### config.mk
export PLATFORM = sky130hd
export DESIGN_NAME = placement_search
export DESIGN_NICKNAME = d
export VERILOG_FILES = /design/src/rtl/placement_search.sv
export SDC_FILE = /design/constraint.sdc
export NUM_CORES = 1
export LEC_CHECK = 0
export ABC_AREA = 1
export BUFFER_PORTS_ARGS = -buffer_cell sky130_fd_sc_hd__buf_2
export CAP_MARGIN = 30
export CORE_MARGIN = 5
export CORE_UTILIZATION = 54
export CTS_CLUSTER_SIZE = 20
export DETAILED_ROUTE_END_ITERATION = 7
export PLACE_DENSITY = 0.77
export SLEW_MARGIN = 10
export SYNTH_ARGS = -nofsm -noshare
export SYNTH_HDL_FRONTEND = slang
export SYNTH_SLANG_ARGS = --single-unit
### constraint.sdc
create_clock -name clk -period 7.3 [get_ports clk]
set_clock_uncertainty 0.1 [all_clocks]
set_input_delay 1.825 -clock clk [delete_from_list [all_inputs] [get_ports clk]]
set_output_delay 1.825 -clock clk [all_outputs]
set_load 0.05 [all_outputs]
### src/rtl/placement_search.sv
// Placement search: scans every (rotation, column) candidate for the latched block and height map,
// one per cycle, and reports the legal placement with the lowest resulting stack top.
module placement_search #(
    parameter int BOARD_W  = 10,
    parameter int HEIGHT_W = 5,
    parameter int MAX_H    = 20
) (
    input  logic                         clk,
    input  logic                         rst,
    input  logic                         req_to_client,
    input  logic [3:0]                   cur_block,
    input  logic [BOARD_W*HEIGHT_W-1:0]  col_heights,
    output logic                         resp_from_client,
    output logic [3:0]                   opt_col,
    output logic [1:0]                   opt_rotation,
    output logic                         resp_none,
    output logic                         busy
);

    localparam int TW = HEIGHT_W + 1;

    typedef enum logic [1:0] {
        S_IDLE = 2'd0,
        S_SCAN = 2'd1,
        S_RESP = 2'd2
    } state_t;

    state_t                        state;
    logic [BOARD_W*HEIGHT_W-1:0]   heights_q;
    logic [3:0]                    blk_q;
    logic [1:0]                    rot_q;
    logic [3:0]                    col_q;

    logic                          best_vld;
    logic [TW-1:0]                 best_top;
    logic [3:0]                    best_col;
    logic [1:0]                    best_rot;

    logic [2:0]                    fp_w;
    logic [2:0]                    fp_h;
    logic                          type_ok;
    logic [HEIGHT_W-1:0]           base;
    logic [HEIGHT_W-1:0]           hj;
    logic [TW-1:0]                 top;
    logic                          fits;
    logic                          legal;
    logic                          last;

    logic                          nb_vld;
    logic [TW-1:0]                 nb_top;
    logic [3:0]                    nb_col;
    logic [1:0]                    nb_rot;

    // Footprint of the latched block; odd rotations are the upright orientation.
    always_comb begin
        fp_w    = 3'd1;
        fp_h    = 3'd1;
        type_ok = 1'b1;
        case (blk_q)
            4'd0: begin
                fp_w = rot_q[0] ? 3'd1 : 3'd4;
                fp_h = rot_q[0] ? 3'd4 : 3'd1;
            end
            4'd1: begin
                fp_w = 3'd2;
                fp_h = 3'd2;
            end
            4'd2: begin
                fp_w = rot_q[0] ? 3'd1 : 3'd3;
                fp_h = rot_q[0] ? 3'd3 : 3'd1;
            end
            4'd3: begin
                fp_w = rot_q[0] ? 3'd1 : 3'd2;
                fp_h = rot_q[0] ? 3'd2 : 3'd1;
            end
            default: type_ok = 1'b0;
        endcase
    end

    always_comb begin
        base = '0;
        hj   = '0;
        for (int j = 0; j < 4; j++) begin
            if (j < int'(fp_w) && (int'(col_q) + j) < BOARD_W) begin
                hj = heights_q[(int'(col_q) + j)*HEIGHT_W +: HEIGHT_W];
                if (hj > base)
                    base = hj;
            end
        end
        // One extra bit so an all-ones height plus block height cannot wrap.
        top   = {1'b0, base} + TW'(fp_h);
        fits  = (5'(col_q) + 5'(fp_w)) <= 5'(BOARD_W);
        legal = type_ok && fits && (top <= TW'(MAX_H));
        last  = (rot_q == 2'd3) && (col_q == 4'(BOARD_W - 1));
    end

    // Strict less-than keeps the earliest candidate on ties (lowest rotation, then column).
    always_comb begin
        nb_vld = best_vld;
        nb_top = best_top;
        nb_col = best_col;
        nb_rot = best_rot;
        if (legal && (!best_vld || top < best_top)) begin
            nb_vld = 1'b1;
            nb_top = top;
            nb_col = col_q;
            nb_rot = rot_q;
        end
    end

    always_ff @(posedge clk or posedge rst) begin
        if (rst) begin
            state            <= S_IDLE;
            heights_q        <= '0;
            blk_q            <= '0;
            rot_q            <= '0;
            col_q            <= '0;
            best_vld         <= 1'b0;
            best_top         <= '0;
            best_col         <= '0;
            best_rot         <= '0;
            resp_from_client <= 1'b0;
            opt_col          <= '0;
            opt_rotation     <= '0;
            resp_none        <= 1'b0;
            busy             <= 1'b0;
        end else begin
            case (state)
                S_IDLE: begin
                    resp_from_client <= 1'b0;
                    if (req_to_client) begin
                        heights_q <= col_heights;
                        blk_q     <= cur_block;
                        best_vld  <= 1'b0;
                        rot_q     <= '0;
                        col_q     <= '0;
                        busy      <= 1'b1;
                        state     <= S_SCAN;
                    end
                end
                S_SCAN: begin
                    best_vld <= nb_vld;
                    best_top <= nb_top;
                    best_col <= nb_col;
                    best_rot <= nb_rot;
                    if (last) begin
                        opt_col          <= nb_vld ? nb_col : 4'd0;
                        opt_rotation     <= nb_vld ? nb_rot : 2'd0;
                        resp_none        <= !nb_vld;
                        resp_from_client <= 1'b1;
                        state            <= S_RESP;
                    end else if (col_q == 4'(BOARD_W - 1)) begin
                        col_q <= '0;
                        rot_q <= rot_q + 2'd1;
                    end else begin
                        col_q <= col_q + 4'd1;
                    end
                end
                S_RESP: begin
                    resp_from_client <= 1'b0;
                    busy             <= 1'b0;
                    state            <= S_IDLE;
                end
                default: state <= S_IDLE;
            endcase
        end
    end

endmodule

==> metrics.md <==
| Metric | Value |
|---|---|
| Slew Limit Fails | `0` |
| # setup viols final | `0` |
| Vias in the first global route | `around 5.3k` |
| Syn nets | `roughly 950` |
| Worst Path Required | `approximately 7500 ps` |
| Die extent in y | `roughly 110 µm` |
| Post-route ant nets | `0` |
| Placed inst area | `about 0.0063 mm²` |
| Total Die Area | `~0.013 mm²` |
| Asr flop ratio synth | `1.00` |
| Post-synth EDFFs | `0` |
| Die width | `114 µm` |
| GRT overflow | `0` |
| R2R setup slack | `roughly 320 ps` |
| Number of DRC markers in iteration 0 | `415` |
| Finished Cell Area | `between 0.007 and 0.008 mm²` |
| N_diodes | `0` |
| Register-to-Register Path Depth | `53` |
| Fin crit period | `6980 ps` |
| Top_reg_cell synth | `dfrtp_1` |
| Setup TNS | `0 ps` |
| Area grow syn2layout | `20.0%` |
| Flip-flop and latch count after synthesis | `84` |
| Ys Warns | `0` |
| First-pass GRT wire length | `approximately 25000 µm` |
| Net count, final | `1024` |
| TritonCTS buffer count | `9` |
| RSZ-0062 raised after global routing | `true` |
| Layout cells sized above 1 | `0.216` |
| Largest net degree at the start of global routing | `70` |
| H-tree depth | `3` |
| Worst-Margin Slew | `661 ps` |
| Via density | `approximately 5.4` |
| Status | `completed` |
| Largest cells by area after synthesis | `dfrtp_1 (36%), nand2_1 (22%), o21ai_0 (6.9%)` |
| Routed WL per cell | `between 10 and 15 µm` |
| Fin crit share | `0.956` |
| Post-synth top cells | `nand2_1 (352), dfrtp_1 (84), o21ai_0 (81)` |
| GRT Total Usage | `0.241` |
| Max Buffers Root-to-Sink | `2` |
| CP max stage cell | `dfrtp_4` |
| Seq/Total Area, Yosys | `0.357` |
| R2r endpoint | `opt_col[0]` |
| Crit end category | `flip-flop` |
| Clock tree from TritonCTS | `done` |
| Setup WS pre-CTS | `-222 ps` |
| Count leader, synth | `nand2_1` |
| Min-delay worst type | `flip-flop to flip-flop` |
| Final core occ | `0.658` |
| Fmax | `~0.14 GHz` |
| Avg Cell Area, Syn | `6.89 µm²` |
| Worst-path clk slew | `~90 ps` |
| Post-synth top area share | `0.357` |
| I/O Buffers | `65` |
| Relative slew slack | `0.558` |
| Detail Placement HPWL | `~11000 µm` |
| Rows | `38` |
| Post-Synthesis Cells | `around 860` |
| Drt total wl | `around 16000 µm` |
| Root buf cell | `clkbuf_8` |
| Number of max-cap violations | `0` |
| Leading area contributor after synthesis | `dfrtp_1` |
| Synth cell types | `between 40 and 50` |
| Critical Path Start | `col_q[0]` |
| Initial Util | `0.548` |
| CP Class | `flip-flop to flip-flop` |
| Clock sink count | `84` |
| Crit start category | `flip-flop` |
| Worst skew pair latency | `380 ps` |
| # DRC | `0` |
| Worst reg2reg path startpoint | `col_q[0]` |
| Peak fanout along the critical path | `8` |
| Critical path's largest stage delay | `about 500 ps` |
| Data arrival time of the worst path | `just over 7000 ps` |
| Final WS setup | `around 320 ps` |
| Cell area after synthesis | `~0.006 mm²` |
| DRT Pass-1 Iters | `5` |
| IO Pins | `66` |
| Most used cell, CP | `nand2_1` |
| Routability cong. | `0.964` |
| Core ar. | `0.0107 mm²` |
| Worst Setup EP | `opt_col[0]` |
| Antenna violations before repair | `0` |
| Final hold vios | `0` |
| Total number of vias | `5824` |
-- cell families (layout without fill, tap and decap cells) --
group / after synthesis / after routing / share of synthesized area
AND/OR/NAND/NOR: 470 / 471 / 0.341
XOR/XNOR: 2 / 2 / 0.00297
multiplexers: 2 / 2 / 0.00340
adder cells (fa/ha/maj): 34 / 34 / 0.0747
AO/OA/AOI/OAI: 148 / 148 / 0.141
buffers and inverters: 115 / 197 / 0.0807
flip-flops: 84 / 84 / 0.357
-- layer usage --
metal,part of all wire,up-vias,track usage,wire [µm]
li1,-,2915,-,-
met1,0.46,2677,0.356,7200
met2,0.44,203,0.357,6920
met3,0.076,29,0.0381,1190
met4,0.022,0,0.0855,350
met5,0,-,0,0
-- repair_timing --
| action | 4_1_cts | 5_1_grt |
|---|---|---|
| gates resized for setup | 5 | 91 |
| gates cloned | 0 | 4 |
| endpoints found under the hold margin | 0 | 0 |
| pin swaps | 3 | 44 |
| endpoints found under the setup margin | 18 | 19 |
| setup buffers | 3 | 14 |
| hold buffers | 0 | 0 |
-- per-stage QoR --
step	instances	hold slack, ps
floorplan	855	341
global placement	1041	358
detailed placement	1041	360
CTS	1060	382
global route	1078	402
finish	1078	378
-- area by class of cell --
cell class,instances,area [µm²]
Tap cell,140,175
Clock inverter,4,26.3
Clock buffer,12,135
Inverter,79,315
Multi-Input combinational cell,657,3590
Fill cell,987,3670
Sequential cell,84,2110
Timing Repair Buffer,102,721
-- how the worst min path moves through the flow --
| stage | startpoint | end | slack [ps] | cells after the start |
|---|---|---|---|---|
| 6_report | opt_col[0] | opt_col[0] | 380 | 2 |
| 5_1_grt | state[1] | busy | 400 | 1 |
| 4_1_cts | opt_col[0] | opt_col[0] | 380 | 2 |
| 3_5_place_dp | opt_col[0] | opt_col[0] | 360 | 2 |
| 3_3_place_gp | opt_col[0] | opt_col[0] | 360 | 2 |
| 2_1_floorplan | state[1] | busy | 340 | 1 |
-- state kept, by name (all words and copies together) (netlist names) --
name / count
rot_q: 2
blk_q: 4
best_col: 4
state: 2
best_top: 6
best_rot: 2
col_q: 4
best_vld: 1
opt_rotation: 2
resp_from_client: 1
heights_q: 50
opt_col: 4
busy: 1
resp_none: 1
-- critical path: cells and delay by family (launching register included) --
| family | cells | cell delay [ps] |
|---|---|---|
| flip-flops | 1 | 500 |
| buffers and inverters | 8 | 870 |
| AO/OA/AOI/OAI | 9 | 1110 |
| AND/OR/NAND/NOR | 31 | 2940 |
| adder cells (fa/ha/maj) | 5 | 1320 |
-- placed cells by master (no fill, tap or decap), drive strengths merged --
master,n
o22ai,8
nand4,10
a211oi,1
nor2,35
or2,7
inv,77
o21bai,1
nand3,54
a22oi,3
clkbuf,15
buf,99
clkinvlp,1
o211ai,5
o2111ai,1
a21boi,1
xor2,2
a31oi,3
and2,4
clkinv,5
fa,2
dfrtp,84
nand2,361
o21ai,92
ha,32
mux2i,2
a21oi,30
o21a,3
Power is not shown: default switching activity piles up to over one toggle a cycle in this logic, so the estimate is an artifact.
